## config.mk

```make
export PLATFORM = sky130hd
export DESIGN_NAME = univ_shift_reg
export DESIGN_NICKNAME = d
export VERILOG_FILES = /design/src/rtl/univ_shift_reg_pkg.sv /design/src/rtl/univ_shift_reg_dff_r_en.sv /design/src/rtl/univ_shift_reg.sv
export SDC_FILE = /design/constraint.sdc
export NUM_CORES = 1
export LEC_CHECK = 0
export BUFFER_PORTS_ARGS = -buffer_cell sky130_fd_sc_hd__clkbuf_2
export CAP_MARGIN = 40
export CORE_ASPECT_RATIO = 0.8
export CORE_UTILIZATION = 50
export CTS_CLUSTER_SIZE = 16
export DETAILED_ROUTE_END_ITERATION = 12
export HOLD_SLACK_MARGIN = 0.05
export PLACE_DENSITY = 0.9
export SETUP_SLACK_MARGIN = 0.15
export SLEW_MARGIN = 5
export SYNTH_ARGS = -nofsm -noshare
export SYNTH_HDL_FRONTEND = slang
export SYNTH_SLANG_ARGS = --single-unit
```

## constraint.sdc

```tcl
create_clock -name clk -period 1.95 [get_ports clk]
set_clock_uncertainty 0.05 [all_clocks]
set_input_delay 0.39 -clock clk [delete_from_list [all_inputs] [get_ports clk]]
set_output_delay 0.39 -clock clk [all_outputs]
set_load 0.005 [all_outputs]
```

## src/rtl/univ_shift_reg_pkg.sv

```systemverilog
// Shared op-code definitions for the universal shift register.
package univ_shift_reg_pkg;
  localparam int OP_W = 3;

  localparam logic [OP_W-1:0] OP_HOLD  = 3'd0;
  localparam logic [OP_W-1:0] OP_SHL   = 3'd1;
  localparam logic [OP_W-1:0] OP_SHR   = 3'd2;
  localparam logic [OP_W-1:0] OP_ROL   = 3'd3;
  localparam logic [OP_W-1:0] OP_ROR   = 3'd4;
  localparam logic [OP_W-1:0] OP_LOAD  = 3'd5;
  localparam logic [OP_W-1:0] OP_CLEAR = 3'd6;
  localparam logic [OP_W-1:0] OP_INV   = 3'd7;
endpackage

```

## src/rtl/univ_shift_reg_dff_r_en.sv

```systemverilog
// Single-bit flop with synchronous active-low reset to RST_VAL and clock enable.
// Both q and q_bar come straight from flops.
module dff_r_en #(
  parameter logic RST_VAL = 1'b0
) (
  input  logic clk,
  input  logic reset_n,
  input  logic en,
  input  logic d,
  output logic q,
  output logic q_bar
);

  logic q_r;
  logic q_bar_r;

  // State bit and its complement, reset taking priority over enable
  always_ff @(posedge clk) begin
    if (!reset_n) begin
      q_r     <= RST_VAL;
      q_bar_r <= ~RST_VAL;
    end else if (en) begin
      q_r     <= d;
      q_bar_r <= ~d;
    end else begin
      q_r     <= q_r;
      q_bar_r <= q_bar_r;
    end
  end

  assign q     = q_r;
  assign q_bar = q_bar_r;

endmodule

```

## src/rtl/univ_shift_reg.sv

```systemverilog
// Universal WIDTH-bit register: hold, shift, rotate, load, clear or invert per edge.
// Next-state mux feeds a row of enabled flops; every output comes from that row.
module univ_shift_reg
  import univ_shift_reg_pkg::*;
#(
  parameter int               WIDTH     = 8,
  parameter logic [WIDTH-1:0] RESET_VAL = 8'h00
) (
  input  logic              clk,
  input  logic              reset_n,
  input  logic              en,
  input  logic [OP_W-1:0]   op,
  input  logic [WIDTH-1:0]  d,
  input  logic              sin_l,
  input  logic              sin_r,
  output logic [WIDTH-1:0]  q,
  output logic [WIDTH-1:0]  q_bar,
  output logic              sout_l,
  output logic              sout_r,
  output logic              zero
);

  logic [WIDTH-1:0] q_s;
  logic [WIDTH-1:0] q_bar_s;
  logic [WIDTH-1:0] next_s;

  // Next register value selected by the op code
  always_comb begin
    next_s = q_s;
    case (op)
      OP_HOLD:  next_s = q_s;
      OP_SHL:   next_s = {q_s[WIDTH-2:0], sin_l};
      OP_SHR:   next_s = {sin_r, q_s[WIDTH-1:1]};
      OP_ROL:   next_s = {q_s[WIDTH-2:0], q_s[WIDTH-1]};
      OP_ROR:   next_s = {q_s[0], q_s[WIDTH-1:1]};
      OP_LOAD:  next_s = d;
      OP_CLEAR: next_s = RESET_VAL;
      OP_INV:   next_s = ~q_s;
      default:  next_s = q_s;
    endcase
  end

  for (genvar i = 0; i < WIDTH; i++) begin : g_bit
    dff_r_en #(
      .RST_VAL (RESET_VAL[i])
    ) u_dff (
      .clk     (clk),
      .reset_n (reset_n),
      .en      (en),
      .d       (next_s[i]),
      .q       (q_s[i]),
      .q_bar   (q_bar_s[i])
    );
  end

  assign q      = q_s;
  assign q_bar  = q_bar_s;
  assign sout_l = q_s[WIDTH-1];
  assign sout_r = q_s[0];
  assign zero   = ~|q_s;

endmodule

```

==> flow_summary.html <==
<table>
<tr><th>Metric</th><th>Value</th></tr>
<tr><th colspan="2">Run status</th></tr>
<tr><td>Result of the run</td><td>finished, final reports clean</td></tr>
<tr><th colspan="2">STA</th></tr>
<tr><td>Final period utilization</td><td>94.6%</td></tr>
<tr><td>Count of final hold-check violations</td><td>0</td></tr>
<tr><td>Period minus WS final</td><td>1.84 ns</td></tr>
<tr><td>Setup repair after global routing missed its margin</td><td>true</td></tr>
<tr><td>Setup TNS after final layout</td><td>0 ns</td></tr>
<tr><td>Total count of max-transition violations in the final report</td><td>0</td></tr>
<tr><td>Timing-limited maximum frequency</td><td>542 MHz</td></tr>
<tr><td>Min setup slack post-route</td><td>0.105 ns</td></tr>
<tr><td>Max-Slew Margin vs Limit</td><td>62.1%</td></tr>
<tr><td>Final setup violation count</td><td>0</td></tr>
<tr><td>Transition time at the pin with the least slew margin</td><td>0.566 ns</td></tr>
<tr><th colspan="2">Power</th></tr>
<tr><td>Largest voltage drop on the vdd net</td><td>0.394 mV</td></tr>
<tr><td>Static Leakage</td><td>0.664 nW</td></tr>
<tr><td>Total power divided by cell area</td><td>657 nW/um2</td></tr>
<tr><th colspan="2">Route</th></tr>
<tr><td>Antenna-violating nets left</td><td>0</td></tr>
<tr><td>Via count normalized by instance count</td><td>5.90</td></tr>
<tr><td>Initial DRT Pass Iterations</td><td>4</td></tr>
<tr><td>Average detailed-routed wire length per instance</td><td>15.0 um</td></tr>
<tr><td>DRC violation total after the first TritonRoute iteration</td><td>30</td></tr>
<tr><td>Vias after detailed routing</td><td>1038</td></tr>
<tr><td>Routed Wire Length</td><td>2640 um</td></tr>
<tr><td>DRC Markers</td><td>0</td></tr>
<tr><th colspan="2">Place</th></tr>
<tr><td>Routability cong.</td><td>0.874</td></tr>
<tr><td>Dpl ws</td><td>0.181 ns</td></tr>
<tr><td>Post-DP HPWL</td><td>1840 um</td></tr>
<tr><td>Count of buffers from port buffering</td><td>34</td></tr>
<tr><th colspan="2">Clock tree</th></tr>
<tr><td>Number of sinks driven by the clock tree</td><td>16</td></tr>
<tr><td>CTS Hold Bufs</td><td>0</td></tr>
<tr><td>Clock transition at path regs</td><td>0.09 ns</td></tr>
<tr><td>H-tree Lvls</td><td>1</td></tr>
<tr><td>Root Driver</td><td>clkbuf_4</td></tr>
<tr><td>Clock latency of the later-clocked register in the worst-skew pair</td><td>0.29 ns</td></tr>
<tr><td>Number of buffers inserted during clock tree synthesis</td><td>3</td></tr>
<tr><td>TritonCTS clock tree</td><td>yes</td></tr>
<tr><td>Longest Clk Path Bufs</td><td>2</td></tr>
<tr><th colspan="2">Setup path</th></tr>
<tr><td>R2R setup slack</td><td>0.64 ns</td></tr>
<tr><td>Worst R2R Path Depth</td><td>5</td></tr>
<tr><td>Crit Path Category</td><td>reg2out</td></tr>
<tr><td>Data required, critical path</td><td>1.51 ns</td></tr>
<tr><td>Endpoint arrival time on the critical path</td><td>1.40 ns</td></tr>
<tr><td>Biggest fanout along the worst timing path</td><td>2</td></tr>
<tr><td>CP Capture Type</td><td>output pin</td></tr>
<tr><td>Worst setup path endpoint</td><td>zero</td></tr>
<tr><td>Type of origin of the critical path</td><td>flip-flop</td></tr>
<tr><th colspan="2">Floorplanning</th></tr>
<tr><td>Total die area</td><td>2450 um2</td></tr>
<tr><td>Number of top-level pins</td><td>35</td></tr>
<tr><td>Core area</td><td>2000 um2</td></tr>
<tr><td>Num rows</td><td>14</td></tr>
<tr><td>Horizontal extent of the die</td><td>55.1 um</td></tr>
<tr><td>Effective utilization at floorplan</td><td>56.5%</td></tr>
<tr><td>Die outline height</td><td>44.5 um</td></tr>
<tr><th colspan="2">Worst hold path</th></tr>
<tr><td>Worst hold path type</td><td>in2reg</td></tr>
<tr><th colspan="2">Logic synthesis</th></tr>
<tr><td>Gate count after technology mapping</td><td>134</td></tr>
<tr><td>Mapped Nets</td><td>150</td></tr>
<tr><td>Commonest register cell after synthesis</td><td>dfxtp_1</td></tr>
<tr><td>Post-synthesis average cell area</td><td>8.42 um2</td></tr>
<tr><td>Register bit total from synthesis</td><td>16</td></tr>
<tr><td>Sequential element share of the synthesized area</td><td>28.4%</td></tr>
<tr><td>Yosys warning count</td><td>0</td></tr>
<tr><td>Library cells used by synthesis</td><td>28</td></tr>
<tr><td>FFs w/ async S/R, synth</td><td>0%</td></tr>
<tr><td>Summed instance area of the synthesized netlist</td><td>1130 um2</td></tr>
<tr><td>Number of flops mapped to enable cells by yosys</td><td>0</td></tr>
<tr><th colspan="2">Finish</th></tr>
<tr><td>Area growth from synthesis to layout</td><td>10.9%</td></tr>
<tr><td>Final Net Count</td><td>169</td></tr>
<tr><td>Fill cell total of the finished layout</td><td>194</td></tr>
<tr><td>Fraction of final layout cells sized beyond drive strength 1</td><td>34.2%</td></tr>
<tr><td>Antenna Cells</td><td>0</td></tr>
<tr><th colspan="2">Run</th></tr>
<tr><td>Max-cap check violation count</td><td>0</td></tr>
<tr><th colspan="2">Global route</th></tr>
<tr><td>Vias in the first global route</td><td>911</td></tr>
<tr><td>Antenna violations before repair</td><td>0</td></tr>
<tr><td>First-pass GRT wire length</td><td>4150 um</td></tr>
<tr><td>Total global-route track usage</td><td>24.2%</td></tr>
<tr><td>Total gr overflow</td><td>0</td></tr>
<tr><td>Largest net degree at the start of global routing</td><td>21</td></tr>
</table>
area by class of cell:
cell class	count	area (um2)	share of cell area [%]
Inverter	3	11.3	0.900
Sequential cell	16	330	26.4
Timing Repair Buffer	40	215	17.2
Multi-Input combinational cell	89	628	50.2
Clock buffer	4	36.3	2.90
Tap cell	24	30.0	2.40
power by group:
| group | internal [mW] | switching [mW] | leakage, nW | total (mW) |
|---|---|---|---|---|
| registers | 0.353 | 0.0229 | 0.135 | 0.376 |
| clock network | 0.114 | 0.108 | 0.0210 | 0.222 |
| logic | 0.112 | 0.112 | 0.508 | 0.224 |
routing by layer:
metal	GRT usage (%)	wire length, um	vias up
li1	-	-	493
met3	7.56	201	4
met1	31.6	1210	498
met5	0	0	-
met2	37.6	1210	43
met4	8.00	22	0
worst min path at each step:
stage | startpoint | end | slack [ns] | depth (start not counted)
2_1_floorplan | g_bit[1].u_dff.q_bar | g_bit[1].u_dff.q_bar | 0.41 | 2
3_3_place_gp | g_bit[2].u_dff.q_bar | g_bit[2].u_dff.q_bar | 0.42 | 2
3_5_place_dp | g_bit[4].u_dff.q_bar | g_bit[4].u_dff.q_bar | 0.43 | 2
4_1_cts | reset_n | g_bit[1].u_dff.q_bar | 0.40 | 2
5_1_grt | reset_n | g_bit[3].u_dff.q_bar | 0.43 | 2
6_report | reset_n | g_bit[1].u_dff.q_bar | 0.42 | 2
cells by family (layout without fill, tap and decap cells):
group	count (synthesis)	count (layout)	share of synthesized area [%]
and+or+nand+nor	45	45	22.0
AOI/OAI and AO/OA	35	35	24.5
buffers and inverters	29	47	17.3
DFF	16	16	28.4
muxes	8	8	7.10
xor gates and xnor gates	1	1	0.776
repair_timing:
| action | 4_1_cts | 5_1_grt |
|---|---|---|
| setup endpoints to repair | 1 | 1 |
| resized for setup | 6 | 5 |
| setup buffers | 2 | 0 |
| pin swaps | 1 | 1 |
stage by stage:
stage	power (mW)	area (um2)	utilization [%]	std cells	hold slack, ns
2_1_floorplan	0.547	1130	-	134	0.410
3_3_place_gp	0.581	1170	58.8	170	0.421
3_5_place_dp	0.589	1170	58.8	170	0.425
4_1_cts	0.820	1240	61.9	176	0.405
5_1_grt	0.872	1250	62.7	176	0.425
6_report	0.822	1250	62.7	176	0.422
cells in the final DEF, fill, tap and decap left out, types with 3 or more instances in the layout:
cell type and count:
a21oi_1 7, a211o_1 7, nor2_1 10, clkbuf_4 3
o31ai_1 6, dfxtp_1 12, mux2i_1 8, nor2b_1 9
o211a_1 7, inv_1 3, nand3_1 7, nand2b_1 13
buf_4 6, clkbuf_2 33
worst max-delay path, stage by stage (launching register included):
cell     delay [ns]
dfxtp_4        0.35
or4_4          0.54
nor2_4         0.11
buf_2          0.11
synth_stat cells, types with 2 or more instances:
cell type | instances | area, um2
or4_1 | 2 | 15.0
a21oi_1 | 7 | 35.0
mux2i_1 | 8 | 80.1
nand3_1 | 7 | 35.0
nor2b_1 | 9 | 56.3
buf_4 | 17 | 128
o31ai_1 | 6 | 45.0
o211a_1 | 7 | 70.1
nor2_1 | 11 | 41.3
buf_2 | 6 | 30.0
inv_1 | 3 | 11.3
dfxtp_1 | 16 | 320
nand2b_1 | 13 | 81.3
buf_6 | 2 | 22.5
a211o_1 | 7 | 61.3
(Power assumes the default switching activity.)
